File: src/rtl/sp_track_ctrl_pkg.sv
// Shared types and constants for the sun-tracking sequencer.
// Latency: none (declarations only).
// Backpressure: none.
package sp_track_pkg;

    // FSM states; the encodings are visible on STAT.
    typedef enum logic [2:0] {
        ST_IDLE    = 3'b000,
        ST_SETTLE  = 3'b001,
        ST_SAMPLE  = 3'b010,
        ST_COMPARE = 3'b011,
        ST_MOVE    = 3'b100,
        ST_HOLD    = 3'b101
    } state_t;

    // Direction codes for direction_lr / direction_ud.
    typedef enum logic [1:0] {
        DIR_IDLE = 2'b00,
        DIR_DEC  = 2'b01,
        DIR_INC  = 2'b10
    } dir_t;

    // Active hill-climb axis.
    typedef enum logic {
        AXIS_H = 1'b0,
        AXIS_V = 1'b1
    } axis_t;

    // Bit positions of the buttons in the edge-detector vector.
    localparam int BTN_W     = 5;
    localparam int BTN_L_IDX = 0;
    localparam int BTN_R_IDX = 1;
    localparam int BTN_U_IDX = 2;
    localparam int BTN_D_IDX = 3;
    localparam int BTN_C_IDX = 4;

endpackage

File: src/rtl/sp_track_ctrl_if.sv
// ADC sample handshake between the tracker and the ADC front end.
// Latency: wires only.
// Backpressure: the tracker holds adc_req until the ADC returns adc_valid.
interface sp_track_ctrl_if;
    logic [11:0] V_in;
    logic        adc_valid;
    logic        adc_req;

    modport master (output adc_req, input V_in, input adc_valid);
    modport slave  (input adc_req, output V_in, output adc_valid);
endinterface

File: src/rtl/sp_track_ctrl_edge_detect.sv
// Registered rising-edge detector for the debounced button levels.
// Latency: one cycle from level rising to rise_o pulse.
// Backpressure: none; every rising edge yields a one-cycle pulse.
module sp_edge_detect
    import sp_track_pkg::*;
#(
    parameter int W = BTN_W
) (
    input  logic         clk_i,
    input  logic         rst_n_i,
    input  logic [W-1:0] lvl_i,
    output logic [W-1:0] rise_o
);
    logic [W-1:0] lvl_q;
    logic [W-1:0] rise_q;

    // Remember last level and register the high-now/low-before pulse.
    always_ff @(posedge clk_i or negedge rst_n_i) begin
        if (!rst_n_i) begin
            lvl_q  <= '0;
            rise_q <= '0;
        end else begin
            lvl_q  <= lvl_i;
            rise_q <= lvl_i & ~lvl_q;
        end
    end

    assign rise_o = rise_q;
endmodule

File: src/rtl/sp_track_ctrl.sv
// Panel servo sequencer: manual jog from buttons, or hill-climb on ADC voltage.
// Latency: jog 2 cycles after button edge; auto iteration SETTLE + ADC wait + 2.
// Backpressure: SAMPLE holds adc_req high indefinitely until adc_valid arrives.
module sp_track_ctrl
    import sp_track_pkg::*;
#(
    parameter int POS_MIN       = 50000,
    parameter int POS_MAX       = 250000,
    parameter int POS_CENTER    = 150000,
    parameter int STEP          = 5000,
    parameter int SETTLE_CYCLES = 2000000,
    parameter int HOLD_CYCLES   = 50000000
) (
    input  logic             CLK,
    input  logic             RST_N,
    input  logic             BTN_L,
    input  logic             BTN_R,
    input  logic             BTN_U,
    input  logic             BTN_D,
    input  logic             BTN_C,
    sp_track_ctrl_if.master  adc,
    output logic [11:0]      max_V_in,
    output logic [31:0]      servo_position_H,
    output logic [31:0]      servo_position_V,
    output logic [1:0]       direction_lr,
    output logic [1:0]       direction_ud,
    output logic [2:0]       STAT,
    output logic             auto_active
);
    localparam logic [31:0] P_MIN     = 32'(POS_MIN);
    localparam logic [31:0] P_MAX     = 32'(POS_MAX);
    localparam logic [31:0] P_CENTER  = 32'(POS_CENTER);
    localparam logic [31:0] P_STEP    = 32'(STEP);
    localparam logic [31:0] P_SET_LD  = 32'(SETTLE_CYCLES - 1);
    localparam logic [31:0] P_HOLD_LD = 32'(HOLD_CYCLES - 1);

    logic [BTN_W-1:0] rise;

    state_t      state_q, state_d;
    logic [31:0] pos_h_q, pos_h_d, pos_v_q, pos_v_d;
    logic [31:0] best_h_q, best_h_d, best_v_q, best_v_d;
    logic [11:0] max_v_q, max_v_d, sample_q, sample_d;
    logic        adc_req_q, adc_req_d, auto_q, auto_d;
    logic [1:0]  dir_lr_q, dir_lr_d, dir_ud_q, dir_ud_d;
    axis_t       axis_q, axis_d;
    logic        scan_inc_q, scan_inc_d, baseline_q, baseline_d;
    logic [1:0]  fail_cnt_q, fail_cnt_d, conv_cnt_q, conv_cnt_d;
    logic [31:0] cnt_q, cnt_d;

    logic        take_fail;
    logic [1:0]  conv_after_fail;
    logic [31:0] best_act, target;
    logic        move_ok;
    logic [31:0] h_dec, h_inc, v_dec, v_inc;

    sp_edge_detect #(.W(BTN_W)) u_edge (
        .clk_i   (CLK),
        .rst_n_i (RST_N),
        .lvl_i   ({BTN_C, BTN_D, BTN_U, BTN_R, BTN_L}),
        .rise_o  (rise)
    );

    // Clamped jog targets, hill-climb target, and the converged count a failure would produce.
    assign h_dec    = (pos_h_q < P_MIN + P_STEP) ? P_MIN : pos_h_q - P_STEP;
    assign h_inc    = (pos_h_q > P_MAX - P_STEP) ? P_MAX : pos_h_q + P_STEP;
    assign v_dec    = (pos_v_q < P_MIN + P_STEP) ? P_MIN : pos_v_q - P_STEP;
    assign v_inc    = (pos_v_q > P_MAX - P_STEP) ? P_MAX : pos_v_q + P_STEP;
    assign best_act = (axis_q == AXIS_V) ? best_v_q : best_h_q;
    assign move_ok  = scan_inc_q ? (best_act <= P_MAX - P_STEP) : (best_act >= P_MIN + P_STEP);
    assign target   = scan_inc_q ? best_act + P_STEP : best_act - P_STEP;
    assign conv_after_fail = (fail_cnt_q == 2'd1) ? conv_cnt_q + 2'd1 : conv_cnt_q;

    // State register and all datapath registers.
    always_ff @(posedge CLK or negedge RST_N) begin
        if (!RST_N) begin
            state_q    <= ST_IDLE;
            pos_h_q    <= P_CENTER;
            pos_v_q    <= P_CENTER;
            best_h_q   <= P_CENTER;
            best_v_q   <= P_CENTER;
            max_v_q    <= '0;
            sample_q   <= '0;
            adc_req_q  <= 1'b0;
            auto_q     <= 1'b0;
            dir_lr_q   <= DIR_IDLE;
            dir_ud_q   <= DIR_IDLE;
            axis_q     <= AXIS_H;
            scan_inc_q <= 1'b1;
            baseline_q <= 1'b0;
            fail_cnt_q <= '0;
            conv_cnt_q <= '0;
            cnt_q      <= '0;
        end else begin
            state_q    <= state_d;
            pos_h_q    <= pos_h_d;
            pos_v_q    <= pos_v_d;
            best_h_q   <= best_h_d;
            best_v_q   <= best_v_d;
            max_v_q    <= max_v_d;
            sample_q   <= sample_d;
            adc_req_q  <= adc_req_d;
            auto_q     <= auto_d;
            dir_lr_q   <= dir_lr_d;
            dir_ud_q   <= dir_ud_d;
            axis_q     <= axis_d;
            scan_inc_q <= scan_inc_d;
            baseline_q <= baseline_d;
            fail_cnt_q <= fail_cnt_d;
            conv_cnt_q <= conv_cnt_d;
            cnt_q      <= cnt_d;
        end
    end

    // Next-state logic: manual jog, hill-climb sequencing, and the shared failure path.
    always_comb begin
        state_d    = state_q;
        pos_h_d    = pos_h_q;
        pos_v_d    = pos_v_q;
        best_h_d   = best_h_q;
        best_v_d   = best_v_q;
        max_v_d    = max_v_q;
        sample_d   = sample_q;
        adc_req_d  = adc_req_q;
        auto_d     = auto_q;
        dir_lr_d   = DIR_IDLE;
        dir_ud_d   = DIR_IDLE;
        axis_d     = axis_q;
        scan_inc_d = scan_inc_q;
        baseline_d = baseline_q;
        fail_cnt_d = fail_cnt_q;
        conv_cnt_d = conv_cnt_q;
        cnt_d      = cnt_q;
        take_fail  = 1'b0;

        if (state_q != ST_IDLE && rise[BTN_C_IDX]) begin
            // Leaving auto mode parks the servos where they are.
            auto_d    = 1'b0;
            adc_req_d = 1'b0;
            state_d   = ST_IDLE;
        end else begin
            case (state_q)
                ST_IDLE: begin
                    if (rise[BTN_C_IDX]) begin
                        // A fresh scan starts with clean failure bookkeeping.
                        auto_d     = 1'b1;
                        baseline_d = 1'b1;
                        fail_cnt_d = '0;
                        conv_cnt_d = '0;
                        cnt_d      = P_SET_LD;
                        state_d    = ST_SETTLE;
                    end else begin
                        if (rise[BTN_L_IDX] && !rise[BTN_R_IDX]) begin
                            pos_h_d  = h_dec;
                            dir_lr_d = DIR_DEC;
                        end else if (rise[BTN_R_IDX] && !rise[BTN_L_IDX]) begin
                            pos_h_d  = h_inc;
                            dir_lr_d = DIR_INC;
                        end
                        if (rise[BTN_D_IDX] && !rise[BTN_U_IDX]) begin
                            pos_v_d  = v_dec;
                            dir_ud_d = DIR_DEC;
                        end else if (rise[BTN_U_IDX] && !rise[BTN_D_IDX]) begin
                            pos_v_d  = v_inc;
                            dir_ud_d = DIR_INC;
                        end
                    end
                end
                ST_SETTLE: begin
                    if (cnt_q == '0) begin
                        adc_req_d = 1'b1;
                        state_d   = ST_SAMPLE;
                    end else begin
                        cnt_d = cnt_q - 32'd1;
                    end
                end
                ST_SAMPLE: begin
                    adc_req_d = 1'b1;
                    if (adc.adc_valid) begin
                        sample_d  = adc.V_in;
                        adc_req_d = 1'b0;
                        state_d   = ST_COMPARE;
                    end
                end
                ST_COMPARE: begin
                    if (baseline_q) begin
                        max_v_d    = sample_q;
                        best_h_d   = pos_h_q;
                        best_v_d   = pos_v_q;
                        baseline_d = 1'b0;
                        state_d    = ST_MOVE;
                    end else if (sample_q > max_v_q) begin
                        max_v_d    = sample_q;
                        best_h_d   = pos_h_q;
                        best_v_d   = pos_v_q;
                        fail_cnt_d = '0;
                        conv_cnt_d = '0;
                        state_d    = ST_MOVE;
                    end else begin
                        take_fail = 1'b1;
                    end
                end
                ST_MOVE: begin
                    if (move_ok) begin
                        if (axis_q == AXIS_V) begin
                            pos_v_d  = target;
                            dir_ud_d = scan_inc_q ? DIR_INC : DIR_DEC;
                        end else begin
                            pos_h_d  = target;
                            dir_lr_d = scan_inc_q ? DIR_INC : DIR_DEC;
                        end
                        cnt_d   = P_SET_LD;
                        state_d = ST_SETTLE;
                    end else begin
                        // A step past the travel limits counts as a failed probe.
                        take_fail = 1'b1;
                    end
                end
                ST_HOLD: begin
                    if (cnt_q == '0) begin
                        baseline_d = 1'b1;
                        max_v_d    = '0;
                        fail_cnt_d = '0;
                        conv_cnt_d = '0;
                        cnt_d      = P_SET_LD;
                        state_d    = ST_SETTLE;
                    end else begin
                        cnt_d = cnt_q - 32'd1;
                    end
                end
                default: state_d = ST_IDLE;
            endcase

            if (take_fail) begin
                if (axis_q == AXIS_V) pos_v_d = best_v_q;
                else                  pos_h_d = best_h_q;
                scan_inc_d = ~scan_inc_q;
                if (fail_cnt_q == 2'd1) begin
                    fail_cnt_d = '0;
                    axis_d     = (axis_q == AXIS_V) ? AXIS_H : AXIS_V;
                    conv_cnt_d = conv_after_fail;
                end else begin
                    fail_cnt_d = fail_cnt_q + 2'd1;
                end
                if (conv_after_fail == 2'd2) begin
                    // Both axes exhausted: park on the best point found.
                    pos_h_d = best_h_q;
                    pos_v_d = best_v_q;
                    cnt_d   = P_HOLD_LD;
                    state_d = ST_HOLD;
                end else begin
                    state_d = ST_MOVE;
                end
            end
        end
    end

    assign adc.adc_req       = adc_req_q;
    assign max_V_in          = max_v_q;
    assign servo_position_H  = pos_h_q;
    assign servo_position_V  = pos_v_q;
    assign direction_lr      = dir_lr_q;
    assign direction_ud      = dir_ud_q;
    assign STAT              = state_q;
    assign auto_active       = auto_q;
endmodule
File: src/flat_wrapper.sv
// flat-port wrapper written by rule: the top's interface ports become plain ports
module sp_track_ctrl_flat import sp_track_pkg::*;
#(
    parameter int POS_MIN       = 50000,
    parameter int POS_MAX       = 250000,
    parameter int POS_CENTER    = 150000,
    parameter int STEP          = 5000,
    parameter int SETTLE_CYCLES = 2000000,
    parameter int HOLD_CYCLES   = 50000000
)
  (CLK, RST_N, BTN_L, BTN_R, BTN_U, BTN_D, BTN_C, max_V_in, servo_position_H, servo_position_V, direction_lr, direction_ud, STAT, auto_active, adc_adc_req, adc_V_in, adc_adc_valid);
  sp_track_ctrl_if adc_i ();
  input  logic CLK;
  input  logic RST_N;
  input  logic BTN_L;
  input  logic BTN_R;
  input  logic BTN_U;
  input  logic BTN_D;
  input  logic BTN_C;
  output logic [11:0] max_V_in;
  output logic [31:0] servo_position_H;
  output logic [31:0] servo_position_V;
  output logic [1:0] direction_lr;
  output logic [1:0] direction_ud;
  output logic [2:0] STAT;
  output logic auto_active;
  output wire logic [$bits(adc_i.adc_req)-1:0] adc_adc_req;
  input wire logic [$bits(adc_i.V_in)-1:0] adc_V_in;
  input wire logic [$bits(adc_i.adc_valid)-1:0] adc_adc_valid;
  assign adc_adc_req = adc_i.adc_req;
  assign adc_i.V_in = adc_V_in;
  assign adc_i.adc_valid = adc_adc_valid;
  sp_track_ctrl #(.POS_MIN(POS_MIN), .POS_MAX(POS_MAX), .POS_CENTER(POS_CENTER), .STEP(STEP), .SETTLE_CYCLES(SETTLE_CYCLES), .HOLD_CYCLES(HOLD_CYCLES)) u_core (.CLK(CLK), .RST_N(RST_N), .BTN_L(BTN_L), .BTN_R(BTN_R), .BTN_U(BTN_U), .BTN_D(BTN_D), .BTN_C(BTN_C), .adc(adc_i), .max_V_in(max_V_in), .servo_position_H(servo_position_H), .servo_position_V(servo_position_V), .direction_lr(direction_lr), .direction_ud(direction_ud), .STAT(STAT), .auto_active(auto_active));
endmodule
File: config.mk
export PLATFORM = sky130hd
export DESIGN_NAME = sp_track_ctrl_flat
export DESIGN_NICKNAME = d
export VERILOG_FILES = /design/src/rtl/sp_track_ctrl_pkg.sv /design/src/rtl/sp_track_ctrl_if.sv /design/src/rtl/sp_track_ctrl_edge_detect.sv /design/src/rtl/sp_track_ctrl.sv /design/src/flat_wrapper.sv
export SDC_FILE = /design/constraint.sdc
export NUM_CORES = 1
export LEC_CHECK = 0
export CORE_ASPECT_RATIO = 1.5
export CORE_MARGIN = 2
export CORE_UTILIZATION = 40
export CTS_BUF_LIST = sky130_fd_sc_hd__clkbuf_2
export CTS_CLUSTER_DIAMETER = 30
export DETAILED_ROUTE_END_ITERATION = 7
export GPL_ROUTABILITY_DRIVEN = 0
export PLACE_DENSITY = 0.68
export SETUP_SLACK_MARGIN = 0.3
export SYNTH_ARGS = -nofsm -noshare
export SYNTH_HDL_FRONTEND = slang
export SYNTH_HIERARCHICAL = 1
export SYNTH_SLANG_ARGS = --single-unit
File: constraint.sdc
create_clock -name CLK -period 5.01 [get_ports CLK]
set_input_delay 0.7515 -clock CLK [delete_from_list [all_inputs] [get_ports CLK]]
set_output_delay 0.7515 -clock CLK [all_outputs]
set_load 0.01 [all_outputs]
==> impl_metrics.env <==
export IMPL_hold_class="input port to flip-flop"
export IMPL_final_max_slew_viol_count=0
export IMPL_rsz0062_at_grt="false"
export IMPL_synth_distinct_cells=98
export IMPL_cts_sinks=210
export IMPL_synth_top_area_frac=0.277
export IMPL_syn2layout_area_growth_pct=13.8
export IMPL_dp_hpwl_um=42800
export IMPL_arrival_ns=5.21
export IMPL_cp_required_ns=5.86
export IMPL_setup_violations=0
export IMPL_ys_async_sr_fraction=1.00
export IMPL_grt_ovfl_total=0
export IMPL_crit_type="flip-flop to flip-flop"
export IMPL_r2r_slack_ns=0.65
export IMPL_initial_utilization=0.406
export IMPL_fmax_mhz=229
export IMPL_synth_nets=1981
export IMPL_leakage_uw=0.00752
export IMPL_outcome="finished, violations left"
export IMPL_ctsResizeCount=0
export IMPL_cp_end_kind="flip-flop"
export IMPL_root_buffer="clkbuf_2"
export IMPL_clock_latency_ns=1.01
export IMPL_clockBufferDepth=3
export IMPL_cap_violations=0
export IMPL_tightest_slew_ns=1.02
export IMPL_grt_max_degree=120
export IMPL_die_height_um=249
export IMPL_fin_hold_ws_ns=0.304
export IMPL_postLayoutCellArea_mm2=0.0182
export IMPL_instances_no_fill=2532
export IMPL_violations="design-rule violations"
export IMPL_port_buffers=104
export IMPL_core_mm2=0.0394
export IMPL_synth_commonest_cells="dfrtp_1, nand2_1, nor2_1, a21oi_1, o21ai_0"
export IMPL_setup_tns_ns=0
export IMPL_dieArea_mm2=0.0416
export IMPL_drtIter0Drc=2007
export IMPL_antenna_left=0
export IMPL_rows=89
export IMPL_slew_limit_headroom=0.318
export IMPL_placed_cells=2426
export IMPL_grt_pass1_wl_um=92800
export IMPL_drt_total_wl_um=59900
export IMPL_met2_usage=0.472
export IMPL_synth_area_leader_cell="dfrtp_1"
export IMPL_synth_area_per_cell_um2=8.37
export IMPL_placedInstanceArea_mm2=0.0175
export IMPL_cts_buffers=57
export IMPL_cts_clk_slew_worst_paths_ns=0.12
export IMPL_synthesis_area_mm2=0.0160
export IMPL_hold_viol_final=0
export IMPL_yosysSeqAreaShare=0.331
export IMPL_fin_crit_sh=0.870
export IMPL_ir_drop_mv=0.180
export IMPL_first_pass_iters=8
export IMPL_finClkSkew_ns=0.103
export IMPL_ys_flop_type="dfrtp_1"
export IMPL_ys_warn_count=6
export IMPL_groute_usage_overall=0.281
export IMPL_use_met3=0.0437
export IMPL_drc_errors=5
export IMPL_ys_top_cells_by_area="dfrtp_1, mux2_2, dfstp_2, a21oi_1, ha_1"
export IMPL_cts_tree="done"
export IMPL_vias=16600
export IMPL_h_tree_depth=2
export IMPL_avgViaCountPerCell=6.57
export IMPL_min_period_ns=4.36
export IMPL_antenna_found_initial=1
export IMPL_wl_per_cell_um=23.7
export IMPL_post_cts_buffers=0
export IMPL_die_x_um=167
export IMPL_syn_inst=1909
export IMPL_hold_buffers=1
export IMPL_n_fill_cell=3875
export IMPL_p_per_area_mw_per_mm2=487
export IMPL_use_met1=0.306
export IMPL_io_pins=105
export IMPL_first_global_vias=16500
export IMPL_synth_edf_count=0
export IMPL_grt_busiest_layer="met2"
export IMPL_startpoint_type="flip-flop"
export IMPL_drive_gt1_frac=0.155
export IMPL_synth_most_common_cell="dfrtp_1"
export IMPL_nets=2058
export IMPL_worstPathMaxFanout=25
export IMPL_synth_seq_cells=210
[state kept, by name (all words and copies together) (netlist names), 3 cells and up]
signal	count
u_core/max_V_in	12
u_core/cnt_q	32
u_core/best_h_q	32
u_core/best_v_q	32
u_core/servo_position_V	32
u_core/u_edge/rise_o	5
u_core/STAT	3
u_core/sample_q	12
u_core/u_edge/lvl_q	5
u_core/servo_position_H	32
[per-layer routing]
metal / up-vias / part of all wire
li1: 7396 / -
met1: 7941 / 0.35
met2: 979 / 0.48
met3: 308 / 0.073
met4: 0 / 0.098
met5: - / 0
[critical path, cell delays in order, from the launching register on]
cell and delay (ns):
dfrtp_2 0.65, buf_4 0.33, mux2_2 0.37, ha_1 0.33, o21ai_0 0.39, a21oi_1 0.15, o211ai_1 0.32, o22ai_1 0.22
o31ai_1 0.40, o21ai_0 0.19, xnor2_1 0.54, nand2_1 0.12, a211oi_1 0.26
[through the flow]
stage / setup WS, ns / total power [uW] / util
floorplan: 0.739 / 5440 / -
global placement: 1.03 / 7100 / 0.444
detailed placement: 0.877 / 7190 / 0.444
CTS: 0.876 / 8740 / 0.461
global route: 0.470 / 9360 / 0.461
finish: 0.650 / 8850 / 0.461
[power by group]
part           internal (uW)  switching (uW)  leakage (uW)
logic                   1790            2580       0.00441
registers               2090             874       0.00266
clock network            742             784      0.000448
total                   4610            4240       0.00752
[cell usage in the layout (no fill, tap or decap), types with 28 or more instances in the layout]
cell type        netlist  layout
buf_4                  2      45
a211oi_1              33      33
nor2_1               150     149
nand2_1              167     167
xnor2_1               29      29
dfrtp_1              177     175
mux2_2               101     101
a21o_1                28      28
o21ai_0              126     126
ha_1                  51      51
dfstp_2               33      33
nand3_1               50      50
clkdlybuf4s50_1        0     103
inv_1                 52      52
clkbuf_2               0      78
a21oi_1              146     146
nor3_1                74      73
nor4_1                28      28
[logic make-up (layout without fill, tap and decap cells)]
family,count (synthesis),count (layout),share of synthesized area
other cells,0,1,0
simple gates,646,646,0.203
xor+xnor,42,42,0.0230
compound gates,663,663,0.279
flops,210,210,0.331
buf+inv,186,308,0.0456
mux,110,110,0.0768
fa+ha+maj,52,52,0.0412
[path summary, 6_finish.rpt]
| path | from | endpoint | cells after the start |
|---|---|---|---|
| min | BTN_C | u_core/u_edge/lvl_q[4] | 1 |
| min reg2reg | u_core/u_edge/lvl_q[0] | u_core/u_edge/rise_o[0] | 1 |
| max reg2reg | u_core/axis_q | u_core/servo_position_H[25] | 12 |
| max in group asynchronous | RST_N | u_core/best_h_q[14] | 3 |
| min in group asynchronous | RST_N | u_core/u_edge/lvl_q[3] | 2 |
| max | u_core/axis_q | u_core/servo_position_H[25] | 12 |
[final cells by class]
class                      count  area, um2  share of cell area
clock buffer                  78        390              0.0215
multi-input combinational   1513       9990               0.549
tap                          500        626              0.0344
clock inverter                26        268              0.0147
sequential                   210       5300               0.291
timing repair buffer         151       1410              0.0777
inverter                      53        199              0.0109
antenna                        1       2.50            0.000138
No activity file was read; power rests on OpenSTA's default activity.
